<file path="src/rtl/decode_stage_pipelined.sv">
// Instruction decode stage: field split, register file read, load-use hazard
// detection and a valid/ready ID/EX register. Optional macro DECODE_WB_BYPASS_EN.
module decode_stage_pipelined #(
  parameter int WIDTH            = 32,
  parameter int REGNUM           = 16,
  parameter int ADDRESSWIDTH     = 4,
  parameter int OPCODEWIDTH      = 4,
  parameter int INSTRUCTIONWIDTH = 24,
  parameter int IMMWIDTH         = 16
) (
  input  logic                        clock,
  input  logic                        reset,
  input  logic                        inValid,
  output logic                        inReady,
  input  logic [INSTRUCTIONWIDTH-1:0] instruction,
  input  logic [WIDTH-1:0]            pcIn,
  input  logic                        flush,
  input  logic                        exIsLoad,
  input  logic [ADDRESSWIDTH-1:0]     exDest,
  input  logic                        wbEnable,
  input  logic [ADDRESSWIDTH-1:0]     wbAddress,
  input  logic [WIDTH-1:0]            wbData,
  output logic                        outValid,
  input  logic                        outReady,
  output logic [OPCODEWIDTH-1:0]      opcode,
  output logic [ADDRESSWIDTH-1:0]     regDestinationAddress,
  output logic [ADDRESSWIDTH-1:0]     reg1Address,
  output logic [ADDRESSWIDTH-1:0]     reg2Address,
  output logic [WIDTH-1:0]            reg1Content,
  output logic [WIDTH-1:0]            reg2Content,
  output logic [WIDTH-1:0]            inmediate,
  output logic                        hazardStall
);

  localparam int I = INSTRUCTIONWIDTH;
  localparam int O = OPCODEWIDTH;
  localparam int A = ADDRESSWIDTH;
  localparam logic [A-1:0] PC_REG = A'(REGNUM - 1);

  logic [O-1:0]     dec_opcode;
  logic [A-1:0]     dec_rd;
  logic [A-1:0]     dec_rs1;
  logic [A-1:0]     dec_rs2;
  logic [WIDTH-1:0] dec_imm;

  assign dec_opcode = instruction[I-1 -: O];
  assign dec_rd     = instruction[I-O-1 -: A];
  assign dec_rs1    = instruction[I-O-A-1 -: A];
  assign dec_rs2    = instruction[I-O-2*A-1 -: A];
  assign dec_imm    = WIDTH'(instruction[IMMWIDTH-1:0]);

  // Only REGNUM-1 entries are storage; the top address is the PC alias.
  logic [WIDTH-1:0] rf [REGNUM-1];

  always_ff @(posedge clock or negedge reset) begin
    if (!reset) begin
      for (int i = 0; i < REGNUM - 1; i++) rf[i] <= '0;
    end else if (wbEnable && wbAddress != PC_REG) begin
      for (int i = 0; i < REGNUM - 1; i++) begin
        if (wbAddress == A'(i)) rf[i] <= wbData;
      end
    end
  end

  logic [WIDTH-1:0] rf_rd1;
  logic [WIDTH-1:0] rf_rd2;

  always_comb begin
    rf_rd1 = '0;
    rf_rd2 = '0;
    for (int i = 0; i < REGNUM - 1; i++) begin
      if (dec_rs1 == A'(i)) rf_rd1 = rf[i];
      if (dec_rs2 == A'(i)) rf_rd2 = rf[i];
    end
  end

  logic wb_hit1;
  logic wb_hit2;
  logic load_hit;
  logic stall_cause;
  logic [WIDTH-1:0] rd1_data;
  logic [WIDTH-1:0] rd2_data;

  assign wb_hit1  = wbEnable && (wbAddress != PC_REG) && (wbAddress == dec_rs1);
  assign wb_hit2  = wbEnable && (wbAddress != PC_REG) && (wbAddress == dec_rs2);
  // An EX load targeting the PC alias still stalls; cheaper than qualifying it.
  assign load_hit = exIsLoad && ((exDest == dec_rs1) || (exDest == dec_rs2));

`ifdef DECODE_WB_BYPASS_EN
  assign stall_cause = load_hit;
  assign rd1_data = (dec_rs1 == PC_REG) ? pcIn : (wb_hit1 ? wbData : rf_rd1);
  assign rd2_data = (dec_rs2 == PC_REG) ? pcIn : (wb_hit2 ? wbData : rf_rd2);
`else
  // Without forwarding, wait one cycle for the write to land in the file.
  assign stall_cause = load_hit || wb_hit1 || wb_hit2;
  assign rd1_data = (dec_rs1 == PC_REG) ? pcIn : rf_rd1;
  assign rd2_data = (dec_rs2 == PC_REG) ? pcIn : rf_rd2;
`endif

  // Handshake: a transfer happens on a rising edge where valid && ready on
  // that side. ID/EX may take a new word when empty or being drained
  // (advance); fetch is told ready whenever advance holds and no hazard,
  // even under flush, so a flushed word is consumed and dropped.
  logic advance;

  assign hazardStall = inValid && stall_cause && !flush;
  assign advance     = !outValid || outReady;
  assign inReady     = advance && !hazardStall;

  always_ff @(posedge clock or negedge reset) begin
    if (!reset) begin
      outValid              <= 1'b0;
      opcode                <= '0;
      regDestinationAddress <= '0;
      reg1Address           <= '0;
      reg2Address           <= '0;
      reg1Content           <= '0;
      reg2Content           <= '0;
      inmediate             <= '0;
    end else if (flush) begin
      outValid <= 1'b0;
    end else if (advance) begin
      if (hazardStall) begin
        outValid <= 1'b0;
      end else begin
        outValid <= inValid;
        if (inValid) begin
          opcode                <= dec_opcode;
          regDestinationAddress <= dec_rd;
          reg1Address           <= dec_rs1;
          reg2Address           <= dec_rs2;
          reg1Content           <= rd1_data;
          reg2Content           <= rd2_data;
          inmediate             <= dec_imm;
        end
      end
    end
  end

endmodule

</file>
<file path="config.mk">
export PLATFORM = sky130hd
export DESIGN_NAME = decode_stage_pipelined
export DESIGN_NICKNAME = d
export VERILOG_FILES = /design/src/rtl/decode_stage_pipelined.sv
export SDC_FILE = /design/constraint.sdc
export NUM_CORES = 1
export LEC_CHECK = 0
export CAP_MARGIN = 10
export CELL_PAD_IN_SITES_DETAIL_PLACEMENT = 0
export CELL_PAD_IN_SITES_GLOBAL_PLACEMENT = 1
export CORE_MARGIN = 3
export CORE_UTILIZATION = 45
export CTS_CLUSTER_DIAMETER = 120
export CTS_CLUSTER_SIZE = 28
export DETAILED_ROUTE_END_ITERATION = 6
export PLACE_DENSITY_LB_ADDON = 0.1
export SLEW_MARGIN = 30
export SYNTH_ARGS = -nofsm -noshare
export SYNTH_HDL_FRONTEND = slang
export SYNTH_SLANG_ARGS = --single-unit
</file>
<file path="constraint.sdc">
create_clock -name clock -period 2.4 [get_ports clock]
set_input_delay 0.36 -clock clock [delete_from_list [all_inputs] [get_ports clock]]
set_output_delay 0.36 -clock clock [all_outputs]
set_load 0.005 [all_outputs]
</file>
==> summary.md <==
| Metric | Value |
|---|---|
| Hold Crit Class | `input pin to asynchronous set/reset pin` |
| Clock latency on the worst-skew pair | `0.64 ns` |
| Cell area after synthesis | `about 0.031 mm^2` |
| IO Port Bufs | `between 200 and 250` |
| Number of synthesis warnings | `0` |
| Fin util | `54.50%` |
| CTS Buffer Depth | `3` |
| Die Height | `269.9 um` |
| Pre-antenna DRT Iters | `6` |
| Hold_ws | `0.2821 ns` |
| Final WL | `130800 um` |
| Ant. Diodes | `0` |
| Sequential power share | `51.9%` |
| Synthesis-to-layout area growth | `19.66%` |
| Worst slack, placed | `-0.6517 ns` |
| Period utilization | `95.08%` |
| Worst slew pin tran | `1.031 ns` |
| Startpoint Class | `flop` |
| Clock sink total | `roughly 570` |
| Post-synth top area share | `45.43%` |
| Outcome | `finished clean` |
| Tmin final | `2.282 ns` |
| Pleak | `0.01561 uW` |
| CTS tree | `done` |
| Number of placement rows | `96` |
| GRT Overall Usage | `a little over a third` |
| Vias | `26480` |
| Asr flop ratio synth | `100.0%` |
| VDD IR-drop max | `0.0005779 V` |
| Post-route ant nets | `0` |
| Slew Viols, Final | `0` |
| H-Tree Depth | `1` |
| Max-Cap Viols | `0` |
| Worst Clk Skew | `0.02718 ns` |
| CP required | `approximately 2.9 ns` |
| Drt initial violations | `about 3000` |
| Routability congestion estimate from global placement | `0.9287` |
| Routed length per instance | `32.31 um` |
| RSZ-0062 raised after global routing | `no` |
| Starting Density | `45.54%` |
| Post-Synthesis Cells | `2787` |
| Total die area | `0.07286 mm^2` |
| Initial antenna violation count | `1` |
| Worst slew margin | `between 30% and 40%` |
| CP max FO | `34` |
| First-pass GRT wire length | `190000 um` |
| EDFF count, synth | `0` |
| Seq/Total Area, Yosys | `45.43%` |
| Largest cells by area after synthesis | `dfrtp_1 (45%), mux2_2 (20%), mux2i_1 (3.5%)` |
| Cell internal pwr | `17990 uW` |
| Reg-to-reg slack, setup | `0.12 ns` |
| Post-synth cell types | `79` |
| Clk network pwr share | `between 10% and 20%` |
| Sw Ratio | `a little under a third` |
| Vias in the first global route | `26750` |
| Largest net degree at the start of global routing | `between 70 and 80` |
| Cell taking the most area after synthesis | `dfrtp_1` |
| Endpoints failing setup | `0` |
| Die width | `~270 um` |
| Mean Syn Cell Area | `11.25 um^2` |
| WP data arrival | `2.79 ns` |
| F_max | `0.4382 GHz` |
| Io pins | `218` |
| Most common cell in the netlist | `dfrtp_1` |
| Switching pwr | `8459 uW` |
| Hold Violations, Final | `0` |
| Number of buffers created by CTS | `24` |
| Yosys reg bits | `569` |
| PwrDens | `between 700 and 800 mW/mm^2` |
| Final WS setup | `around 0.12 ns` |
| Combinational share of power | `28.4%` |
| Root Driver | `clkbuf_16` |
| Commonest cells in the netlist | `dfrtp_1 (569), mux2_2 (552), nor2_1 (199)` |
| Detailed placement HPWL | `89610 um` |
| Fillers | `5937` |
| Critical Path End Type | `flop` |
| Crit Path Class | `flop to flop` |
| DRC | `0` |
| Layout Nets | `3219` |
| Post-CTS Setup Inserts | `0` |
| Core Box Area | `0.06883 mm^2` |
| GR Overflow Total | `0` |
| Vias per Instance | `between 6 and 7` |
| Share of layout cells above drive strength 1 | `33.68%` |
| Top FF cell, synth | `dfrtp_1` |
| Clock transition at path regs | `0.12 ns` |
## power groups by stage
stage / Sequential [uW] / Combinational [uW] / Clock, uW
floorplan: 13300 / 4480 / 0
global placement: 13700 / 7300 / 0
detailed placement: 13800 / 7460 / 0
CTS: 13700 / 7490 / 5290
global route: 14000 / 8050 / 5580
finish: 13700 / 7510 / 5200
## cell families (layout without fill, tap and decap cells)
logic type | after synthesis | count (layout) | synth area share, %
muxes | 711 | 711 | 26.00
AOI/OAI and AO/OA | 695 | 695 | 15.56
DFF | 569 | 569 | 45.43
and+or+nand+nor | 491 | 491 | 7.289
buffers and inverters | 304 | 620 | 5.261
xor gates and xnor gates | 16 | 16 | 0.4471
other | 1 | 16 | 0.01196
## cell type report
type,count,area [um^2],share of cell area (%)
Clock buffer,26,639.4,1.705
Clock inverter,2,20.02,0.05337
Inverter,15,56.30,0.1501
Multi-Input combinational cell,1929,15640,41.70
Sequential cell,569,14240,37.96
Tap cell,931,1165,3.106
Timing Repair Buffer,577,5748,15.33
## layout by cell type (no fill, tap or decap), types with 17 or more instances in the layout
cell type / Yosys / routed
o221ai_1: 27 / 27
a21oi_1: 104 / 103
clkdlybuf4s50_1: 0 / 181
nand2b_1: 24 / 22
a211oi_1: 27 / 27
buf_12: 0 / 74
dfrtp_1: 569 / 569
nand2_1: 108 / 107
nor3_1: 19 / 18
a22oi_1: 33 / 33
a2111oi_0: 17 / 17
a22o_1: 21 / 21
nor2b_1: 41 / 38
a31oi_1: 25 / 25
a32oi_1: 19 / 19
nand3_1: 28 / 28
o22ai_1: 74 / 74
o32ai_1: 21 / 21
clkbuf_16: 0 / 25
mux2_2: 552 / 552
mux2_1: 23 / 23
a221oi_1: 39 / 39
mux4_2: 25 / 25
buf_4: 60 / 302
mux2i_1: 111 / 111
nor2_1: 199 / 187
o21ai_0: 150 / 149
## registers in the layout, summed over array words and instances, names as in the netlist
| register | count |
|---|---|
| inmediate | 9 |
| opcode | 4 |
| outValid | 1 |
| reg1Address | 4 |
| reg1Content | 32 |
| reg2Address | 3 |
| reg2Content | 32 |
| regDestinationAddress | 4 |
| rf | 480 |
## per-layer routing
layer	part of all wire, %	up-vias	global-route usage (%)
li1	-	11030	-
met1	41	13550	47.67
met2	45	1529	55.08
met3	8.6	376	5.925
met4	5.3	2	15.83
met5	0.0099	-	0
## worst max-delay path: stages (launching register included)
cell and delay (ns):
dfrtp_1 0.40, nand2b_1 0.09, nor2b_1 0.19, nor3b_4 0.61, buf_6 0.25, buf_12 0.22, mux2_2 0.36
## per-stage QoR
step / TNS [ns] / std cells / power [uW] / instance area (um^2)
after floorplan: 0 / 2802 / 17740 / 31400
after global placement: -61.64 / 4019 / 21030 / 36820
final: 0 / 4049 / 26450 / 37510
after CTS: 0 / 4049 / 26440 / 37510
after global routing: 0 / 4049 / 27610 / 37510
after detailed placement: -44.64 / 4020 / 21310 / 36830
## final timing paths
check	start	endpoint	depth (start not counted)
hold / removal	reset	rf[339]	2
setup reg to reg	outValid	inmediate[1]	6
min in group clock	flush	outValid	2
max in group asynchronous	reset	rf[266]	3
setup / recovery	outValid	inmediate[1]	6
hold reg to reg	reg1Content[28]	reg1Content[28]	1
## repair_timing
action / 4_1_cts / 5_1_grt
hold buffers: 1 / 0
setup endpoints to repair: 3 / 0
gates resized for setup: 26 / 0
endpoints found under the hold margin: 38 / 0
No activity file was read; power rests on OpenSTA's default activity.
